**src/rtl/im_loader_if.sv**
```systemverilog
// im_loader_if
// Bundles the two buses of the instruction memory loader:
//   - byte stream : byte_in / byte_valid from the source, byte_ready back
//   - IM write    : im_wr_addr / im_wr_data / im_we towards instruction memory
// Modports:
//   slave  - the loader's view (consumes the byte stream, drives the IM write port)
//   master - the environment's view (drives the byte stream, observes the IM write port)
interface im_loader_if #(
    parameter int ADDR_W = 16,
    parameter int DATA_W = 32
);
    logic [7:0]        byte_in;
    logic              byte_valid;
    logic              byte_ready;
    logic [ADDR_W-1:0] im_wr_addr;
    logic [DATA_W-1:0] im_wr_data;
    logic              im_we;

    modport slave (
        input  byte_in,
        input  byte_valid,
        output byte_ready,
        output im_wr_addr,
        output im_wr_data,
        output im_we
    );

    modport master (
        output byte_in,
        output byte_valid,
        input  byte_ready,
        input  im_wr_addr,
        input  im_wr_data,
        input  im_we
    );
endinterface

```
**src/rtl/im_loader.sv**
```systemverilog
// im_loader
// Program loader for the SISC instruction memory. Receives a byte stream,
// packs every four bytes big-endian into a 32-bit instruction and writes it
// to instruction memory at sequential word addresses starting at 0. The
// processor is held in reset (cpu_rst_f low) while a load is in progress.
// Ports:
//   clk, rst     - clock (rising edge), asynchronous active-high reset
//   start        - one-cycle load request, honoured only in IDLE or DONE
//   word_count   - number of words to load, captured on an accepted start
//   bus (slave)  - byte stream handshake and instruction memory write port
//   busy         - load in progress
//   done         - load finished, held until the next accepted start
//   err          - checksum mismatch, held with done
//   cpu_rst_f    - active-low processor reset
// Optional feature macro: IM_LOADER_CHECKSUM_EN
//   When defined, one extra check byte follows the last word and is compared
//   with the XOR of all data bytes of the load; when undefined err is tied 0.
module im_loader #(
    parameter int ADDR_W = 16,
    parameter int DATA_W = 32
) (
    input  logic              clk,
    input  logic              rst,
    input  logic              start,
    input  logic [ADDR_W-1:0] word_count,
    im_loader_if.slave        bus,
    output logic              busy,
    output logic              done,
    output logic              err,
    output logic              cpu_rst_f
);

    localparam logic [ADDR_W-1:0] ADDR_ONE = ADDR_W'(1);

    typedef enum logic [2:0] {
        IDLE,
        RECV,
        WRITE,
`ifdef IM_LOADER_CHECKSUM_EN
        CSUM,
`endif
        DONE
    } state_t;

    state_t            state;
    state_t            next_state;
    logic [1:0]        byte_idx;
    logic [ADDR_W-1:0] target;
    logic              accept;
    logic              start_ok;
    logic              last_word;
    logic              err_next;

`ifdef IM_LOADER_CHECKSUM_EN
    logic [7:0]        csum;
    logic              err_q;
`endif

    assign accept    = bus.byte_valid && bus.byte_ready;
    assign start_ok  = start && ((state == IDLE) || (state == DONE));
    // The address register doubles as the count of words already written.
    assign last_word = (bus.im_wr_addr + ADDR_ONE) == target;

    // Next-state decode; err_next is the value err will hold in the next state.
    always_comb begin
        next_state = state;
`ifdef IM_LOADER_CHECKSUM_EN
        err_next   = err_q;
`else
        err_next   = 1'b0;
`endif
        case (state)
            IDLE, DONE: begin
                if (start) begin
                    err_next   = 1'b0;
                    next_state = (word_count == '0) ? DONE : RECV;
                end
            end
            RECV: begin
                if (accept && (byte_idx == 2'd3)) begin
                    next_state = WRITE;
                end
            end
            WRITE: begin
                if (last_word) begin
`ifdef IM_LOADER_CHECKSUM_EN
                    next_state = CSUM;
`else
                    next_state = DONE;
`endif
                end else begin
                    next_state = RECV;
                end
            end
`ifdef IM_LOADER_CHECKSUM_EN
            CSUM: begin
                if (accept) begin
                    next_state = DONE;
                    err_next   = (bus.byte_in != csum);
                end
            end
`endif
            default: next_state = IDLE;
        endcase
    end

    // State register and registered outputs, all decoded from the next state
    // so they change on the same edge as the state they describe.
    always_ff @(posedge clk or posedge rst) begin
        if (rst) begin
            state          <= IDLE;
            bus.byte_ready <= 1'b0;
            bus.im_we      <= 1'b0;
            busy           <= 1'b0;
            done           <= 1'b0;
            cpu_rst_f      <= 1'b0;
`ifdef IM_LOADER_CHECKSUM_EN
            err_q          <= 1'b0;
`endif
        end else begin
            state          <= next_state;
`ifdef IM_LOADER_CHECKSUM_EN
            bus.byte_ready <= (next_state == RECV) || (next_state == CSUM);
            err_q          <= err_next;
`else
            bus.byte_ready <= (next_state == RECV);
`endif
            bus.im_we      <= (next_state == WRITE);
            busy           <= (next_state != IDLE) && (next_state != DONE);
            done           <= (next_state == DONE);
            cpu_rst_f      <= (next_state == IDLE) || ((next_state == DONE) && !err_next);
        end
    end

    // Datapath: bytes shift in from the bottom so the first byte of a word ends
    // up in [31:24]; the address advances on leaving WRITE.
    always_ff @(posedge clk or posedge rst) begin
        if (rst) begin
            bus.im_wr_addr <= '0;
            bus.im_wr_data <= '0;
            byte_idx       <= 2'd0;
            target         <= '0;
`ifdef IM_LOADER_CHECKSUM_EN
            csum           <= 8'd0;
`endif
        end else if (start_ok) begin
            bus.im_wr_addr <= '0;
            byte_idx       <= 2'd0;
            target         <= word_count;
`ifdef IM_LOADER_CHECKSUM_EN
            csum           <= 8'd0;
`endif
        end else if ((state == RECV) && accept) begin
            bus.im_wr_data <= {bus.im_wr_data[DATA_W-9:0], bus.byte_in};
            byte_idx       <= byte_idx + 2'd1;
`ifdef IM_LOADER_CHECKSUM_EN
            csum           <= csum ^ bus.byte_in;
`endif
        end else if (state == WRITE) begin
            bus.im_wr_addr <= bus.im_wr_addr + ADDR_ONE;
        end
    end

`ifdef IM_LOADER_CHECKSUM_EN
    assign err = err_q;
`else
    assign err = 1'b0;
`endif

endmodule

```
**src/flat_wrapper.sv**
```systemverilog
// flat-port wrapper written by rule: the top's interface ports become plain ports
module im_loader_flat 
#(
    parameter int ADDR_W = 16,
    parameter int DATA_W = 32
)
  (clk, rst, start, word_count, busy, done, err, cpu_rst_f, bus_byte_in, bus_byte_valid, bus_byte_ready, bus_im_wr_addr, bus_im_wr_data, bus_im_we);
  im_loader_if #(.ADDR_W(ADDR_W), .DATA_W(DATA_W)) bus_i ();
  input  logic clk;
  input  logic rst;
  input  logic start;
  input  logic [ADDR_W-1:0] word_count;
  output logic busy;
  output logic done;
  output logic err;
  output logic cpu_rst_f;
  input wire logic [$bits(bus_i.byte_in)-1:0] bus_byte_in;
  input wire logic [$bits(bus_i.byte_valid)-1:0] bus_byte_valid;
  output wire logic [$bits(bus_i.byte_ready)-1:0] bus_byte_ready;
  output wire logic [$bits(bus_i.im_wr_addr)-1:0] bus_im_wr_addr;
  output wire logic [$bits(bus_i.im_wr_data)-1:0] bus_im_wr_data;
  output wire logic [$bits(bus_i.im_we)-1:0] bus_im_we;
  assign bus_i.byte_in = bus_byte_in;
  assign bus_i.byte_valid = bus_byte_valid;
  assign bus_byte_ready = bus_i.byte_ready;
  assign bus_im_wr_addr = bus_i.im_wr_addr;
  assign bus_im_wr_data = bus_i.im_wr_data;
  assign bus_im_we = bus_i.im_we;
  im_loader #(.ADDR_W(ADDR_W), .DATA_W(DATA_W)) u_core (.clk(clk), .rst(rst), .start(start), .word_count(word_count), .bus(bus_i), .busy(busy), .done(done), .err(err), .cpu_rst_f(cpu_rst_f));
endmodule
```
**config.mk**
```make
export PLATFORM = sky130hd
export DESIGN_NAME = im_loader_flat
export DESIGN_NICKNAME = d
export VERILOG_FILES = /design/src/rtl/im_loader_if.sv /design/src/rtl/im_loader.sv /design/src/flat_wrapper.sv
export SDC_FILE = /design/constraint.sdc
export NUM_CORES = 1
export LEC_CHECK = 0
export ABC_CLOCK_PERIOD_IN_PS = 4100
export CAP_MARGIN = 10
export CORE_MARGIN = 5
export CORE_UTILIZATION = 54
export DETAILED_ROUTE_END_ITERATION = 10
export PLACE_DENSITY_LB_ADDON = 0.3
export SLEW_MARGIN = 20
export SYNTH_ARGS = -nofsm -noshare
export SYNTH_HDL_FRONTEND = slang
export SYNTH_SLANG_ARGS = --single-unit
export TNS_END_PERCENT = 100
```
**constraint.sdc**
```tcl
create_clock -name clk -period 4.1 [get_ports clk]
set_input_delay 0.615 -clock clk [delete_from_list [all_inputs] [get_ports clk]]
set_output_delay 0.615 -clock clk [all_outputs]
set_load 0.02 [all_outputs]
```
* Word level (Yosys, flattened, before mapping)
Cells that the tools add are included.
** Word-level totals
- Output and inout bits :: 54
- Input port bits :: 28
- Bits in registers :: 74
- Logic and storage cells :: 49
** Operators by class
- Reductions and logical operators :: 16
- Eq/ne operators :: 10
- Add/sub/neg operators :: 2
- Bitwise logic cells :: 1
- Multiplexer cells :: 10
** Operators with widths (count)
- $mux W16 :: 3
- $add A16 B1 Y16 const B :: 1
- $eq A16 B16 Y1 :: 1
- $logic_not A16 Y1 :: 1
- $eq A3 B2 Y1 const B :: 4
- $pmux W3 S3 :: 1
- $mux W2 :: 4
- $eq A3 B1 Y1 const B :: 2
- $logic_not A3 Y1 :: 2
- $mux W3 :: 2
- $logic_and A1 B1 Y1 :: 5
- $reduce_and A2 Y1 :: 2
- $reduce_bool A2 Y1 :: 2
- $ne A3 B2 Y1 const B :: 1
- $reduce_bool A3 Y1 :: 1
- $add A2 B1 Y2 const B :: 1
- $eq A2 B2 Y1 const B :: 1
- $logic_or A1 B1 Y1 :: 2
- $ne A2 B1 Y1 const B :: 1
- $reduce_or A2 Y1 :: 1
- $not A1 Y1 :: 1

* Logic depth before layout (Yosys ltp)
- Depth in word-level cells :: 6
- Depth in mapped cells :: 8
- Depth with buffers taken out :: 7

* Least setup slack after synthesis
OpenSTA, ideal clock, no wires.
- Path kind :: flip-flop to flip-flop
- From :: register u_core.bus.im_wr_addr[0]
- To :: register u_core.busy
- Setup slack :: 1894 ps
- Library setup time :: 124 ps
- Path buffers :: 0
- Arrival time :: 2082 ps
- Clock period less this slack :: 2206 ps
- Cell stages (with the launch flop) :: 8
- Required time :: 3976 ps
- Cell sequence :: dfrtp_1 -> ha_1 -> nand4_1 -> or4_1 -> a21o_1 -> nand2_1 -> and4_1 -> o21ai_1
** Between the ends
- Longest elaborated chain between the ends :: 6
- Elaborated cells on any way between the ends :: 7
- Those cells by class :: add/sub: 1; eq/ne: 2; mux: 2; reduce/logical: 2
** RTL lines
- start, declared :: RTL line im_loader_if.sv:23 : output im_wr_addr,
- start signal, assigned :: RTL line im_loader.sv:160 : bus.im_wr_addr <= bus.im_wr_addr + ADDR_ONE;
- $add A16 B1 Y16 * :: RTL line im_loader.sv:62 : assign last_word = (bus.im_wr_addr + ADDR_ONE) == target;
- $eq A16 B16 Y1 * :: RTL line im_loader.sv:62
- $mux W2 * :: RTL line im_loader.sv:85 : if (last_word) begin
- $pmux W3 S3 * :: RTL line im_loader.sv:72 : case (state)
- $ne A3 B2 Y1 / $reduce_bool A3 Y1 (equally long branches) :: RTL line im_loader.sv:129 : busy <= (next_state != IDLE) && (next_state != DONE);
- $logic_and A1 B1 Y1 * :: RTL line im_loader.sv:129
- end signal, assigned :: RTL line im_loader.sv:129
- end, declared :: RTL line im_loader.sv:27 : output logic busy,
Mark *: on every way between the ends. The rest lies on a longest branch, timed or not.
A chain may end at the register's enable or synchronous reset.

* Final worst setup path
- From :: register u_core.bus.im_wr_addr[0]
- To :: register u_core.cpu_rst_f
** Between the ends
- Longest elaborated chain between the ends :: 6
- Elaborated cells on any way between the ends :: 7
- Those cells by class :: add/sub: 1; eq/ne: 2; mux: 2; reduce/logical: 2
** RTL lines
- $add A16 B1 Y16 * :: RTL line im_loader.sv:62
- $eq A16 B16 Y1 * :: RTL line im_loader.sv:62
- $mux W2 * :: RTL line im_loader.sv:85
- $pmux W3 S3 * :: RTL line im_loader.sv:72
- $eq A3 B2 Y1 / $logic_not A3 Y1 (equally long branches) :: RTL line im_loader.sv:131 : cpu_rst_f <= (next_state == IDLE) || ((next_state == DONE) && !err_next);
- $logic_or A1 B1 Y1 * :: RTL line im_loader.sv:131
- end signal, assigned :: RTL line im_loader.sv:131
- end, declared :: RTL line im_loader.sv:30 : output logic cpu_rst_f
Marks and branches as above.

==> results by group <==
Synth
  • Post-synthesis mux area share: between 10% and 20%
  • Number of synthesized flops with an enable pin: 0
  • Top cells by count, synth: dfrtp_1 (74), mux2_2 (41), nand2_1 (25)
  • Top_reg_cell synth: dfrtp_1
  • Largest area contributor in the netlist: dfrtp_1
  • Most common cell in the netlist: dfrtp_1
  • Post-Syn Area per Cell: 11.5 um^2
  • Dominant combinational cell family by area after synthesis: multiplexers
  • Synthesized area: 3570 um^2
  • Compound-Gate Fraction of Synth Area: 8.82%
  • Area contributors post-synth: dfrtp_1 (52%), mux2_2 (13%), xnor2_1 (4.4%)
  • Synth Area in Simple Gates: 14.5%
  • Asr flop ratio synth: between 90% and 100%
  • Sequential fraction of the synthesis area: 51.8%
  • Synth unique cells: 52
  • Synth Warn #: 0
  • Yosys reg bits: 74
  • Post-Syn Instances: 312
  • Synth Area in XOR/XNOR: 5.39%
  • Post-Synth Adder-Cell Area: 0.700%
  • Yosys top cell area share: 51.8%

Floorplanning
  • Die height: 91.4 um
  • Die width: 91.4 um
  • Starting Density: 56.0%
  • I/O pin cnt: 82
  • Die area: ~8300 um^2
  • Cell row count: 29
  • Placeable Area: 6390 um^2

Worst setup path
  • Worst endpoint required time: 4.39 ns
  • R2R depth: 7
  • CP Capture Type: flip-flop
  • CP arrival: 2.78 ns
  • Reg2reg setup slack: 1.61 ns
  • Worst setup SP type: flip-flop
  • Crit-path max FO: 8
  • Setup CP Type: flip-flop to flip-flop

Drt
  • Vias per cell: 5.90
  • Final wirelength: 8.19 mm
  • Drt pass-1 iters: 4
  • Vias: 2783
  • Wirelength per Cell: approximately 17 um
  • DR iter-0 viols: about 150
  • # DRC: 0
  • Number of routed nets with antenna violations: 0

Timing
  • Fin crit period: 2.49 ns
  • Max Slew Vio Count: 0
  • Setup_tns: 0 ns
  • Final hold vios: 0
  • Max Clk Rate: approximately 400 MHz
  • Clk_skew: 0.00886 ns
  • Worst-margin pin slew: 0.906 ns
  • RSZ-0062 raised after global routing: false
  • Final worst-path cycle share: 60.6%
  • Rel. slew slack: between 30% and 40%
  • Final setup violating endpoints: 0

Cells and area
  • Area grow syn2layout: 30.1%
  • Nets@finish: 420
  • Antenna diode count: 0
  • Share of cells above drive strength 1: between 10% and 20%
  • Finished Core Util: 72.8%

Clocking
  • # resized after CTS: 0
  • H-tree depth: 3
  • TritonCTS clock tree: done
  • Clock latency on the worst-skew pair: around 0.35 ns
  • Num CTS Buffers: 9
  • Clock-pin slew on the worst setup and hold paths: ~0.080 ns
  • CTS Hold Buffers Added: 0
  • Setup Fix Bufs, Post-CTS: 0
  • Clock Tree Root: clkbuf_8
  • CTS sink count: 74
  • Max Buffers Root-to-Sink: 2

Global routing
  • Largest net degree at the start of global routing: between 70 and 80
  • First-pass GRT wire length: around 14 mm
  • GRT Util Overall: 20.6%
  • Vias in the first global route: 2936
  • Grt total ovfl: 0
  • Antenna violations before repair: 0

Run status
  • Status: complete, no violations

Power
  • Internal power: 1.38 mW
  • Sw frac: 28.4%
  • Combinational share of power: between 20 and 25%
  • Pwr Density: between 400 and 500 nW/um^2
  • Sequential share of power: 46.6%
  • Worst-case vdd ir drop: 0.319 mV
  • Leakage: a little under 2 nW
  • Clk network pwr share: 31.0%
  • Psw: 547 uW

Min path
  • Worst Hold Class: flip-flop to flip-flop
  • Worst Hold Path Cells: 1

Run
  • Max Cap Violations: 0

Place
  • Number of buffers added on ports: 80
  • Hpwl dp: 5.78 mm
  • Final GP Congestion: 0.839
cell usage in the layout (no fill, tap or decap), types with 3 or more instances in the layout:
cell | netlist | final
a21oi_1 | 5 | 5
a31oi_1 | 4 | 4
and3_1 | 5 | 5
clkbuf_8 | 0 | 11
clkdlybuf4s50_1 | 0 | 80
dfrtp_1 | 74 | 74
inv_1 | 5 | 4
mux2_1 | 8 | 8
mux2_2 | 41 | 41
nand2_1 | 25 | 25
nand3_1 | 7 | 7
nand3b_1 | 3 | 3
nand4_1 | 7 | 7
nor2_1 | 18 | 18
nor3_1 | 3 | 3
nor4_1 | 4 | 4
o21ai_0 | 14 | 14
o21ai_1 | 12 | 12
o31ai_1 | 4 | 4
xnor2_1 | 18 | 18
xor2_1 | 4 | 4
state kept, by name (all words and copies together) (netlist names):
signal	flops
u_core.busy	1
u_core.bus.im_wr_data	32
u_core.bus.im_we	1
u_core.target	16
u_core.bus.byte_ready	1
u_core.byte_idx	2
u_core.state	3
u_core.bus.im_wr_addr	16
u_core.cpu_rst_f	1
u_core.done	1
worst max-delay path: stages (launching register included):
cell	delay (ns)
dfrtp_1	0.54
ha_1	0.37
nand4_1	0.26
or4_1	0.57
a21o_1	0.18
nand2_1	0.09
and4_1	0.27
o21a_1	0.15
area by class of cell:
type	count	area [um^2]
timing repair buffer	83	836
fill	460	1730
tap	77	96.3
multi-input combinational	217	1640
clock inverter	5	62.6
clock buffer	11	151
inverter	5	18.8
sequential	74	1850
path summary, 6_finish.rpt:
| path | startpoint | to |
|---|---|---|
| max in group asynchronous | rst | u_core.target[12]$_DFFE_PP0P_ |
| worst min-delay path | u_core.bus.im_wr_data[0]$_DFFE_PP0P_ | u_core.bus.im_wr_data[0]$_DFFE_PP0P_ |
| worst min register to register | u_core.bus.im_wr_data[0]$_DFFE_PP0P_ | u_core.bus.im_wr_data[0]$_DFFE_PP0P_ |
| worst max-delay path | u_core.bus.im_wr_addr[0]$_DFFE_PP0P_ | u_core.cpu_rst_f$_DFF_PP0_ |
| min in group asynchronous | rst | u_core.target[1]$_DFFE_PP0P_ |
| worst max register to register | u_core.bus.im_wr_addr[0]$_DFFE_PP0P_ | u_core.cpu_rst_f$_DFF_PP0_ |
layer usage:
| metal | vias up | global-route usage, % | wire length (um) |
|---|---|---|---|
| met1 | 1370 | 25.8 | 3370 |
| met4 | 0 | 9.54 | 218 |
| met5 | - | 0 | 0 |
| li1 | 1286 | - | - |
| met2 | 108 | 32.1 | 3960 |
| met3 | 19 | 6.86 | 644 |
logic make-up (layout without fill, tap and decap cells):
logic type	after synthesis	after routing
buffers and inverters	22	104
adders and majority gates	2	2
DFF	74	74
other	1	2
xor gates and xnor gates	22	22
and+or+nand+nor	89	89
muxes	50	50
AOI/OAI and AO/OA	52	52
power groups by stage:
| stage | clock network (mW) | logic (mW) | registers [mW] |
|---|---|---|---|
| after floorplan | 0 | 0.166 | 0.975 |
| after global placement | 0 | 0.428 | 0.905 |
| after detailed placement | 0 | 0.435 | 0.912 |
| after CTS | 0.605 | 0.440 | 0.899 |
| after global routing | 0.646 | 0.465 | 0.914 |
| final | 0.597 | 0.433 | 0.897 |
per-stage QoR:
step	hold WS (ns)	area (um^2)	total power [mW]	setup slack [ns]	std cells
after global placement	0.487	4440	1.33	1.43	456
after global routing	0.543	4650	2.02	1.45	472
after CTS	0.522	4650	1.94	1.61	472
after floorplan	0.470	3580	1.14	1.60	313
final	0.516	4650	1.93	1.61	472
after detailed placement	0.496	4440	1.35	1.32	456
Power figures use the tool's default switching activity.
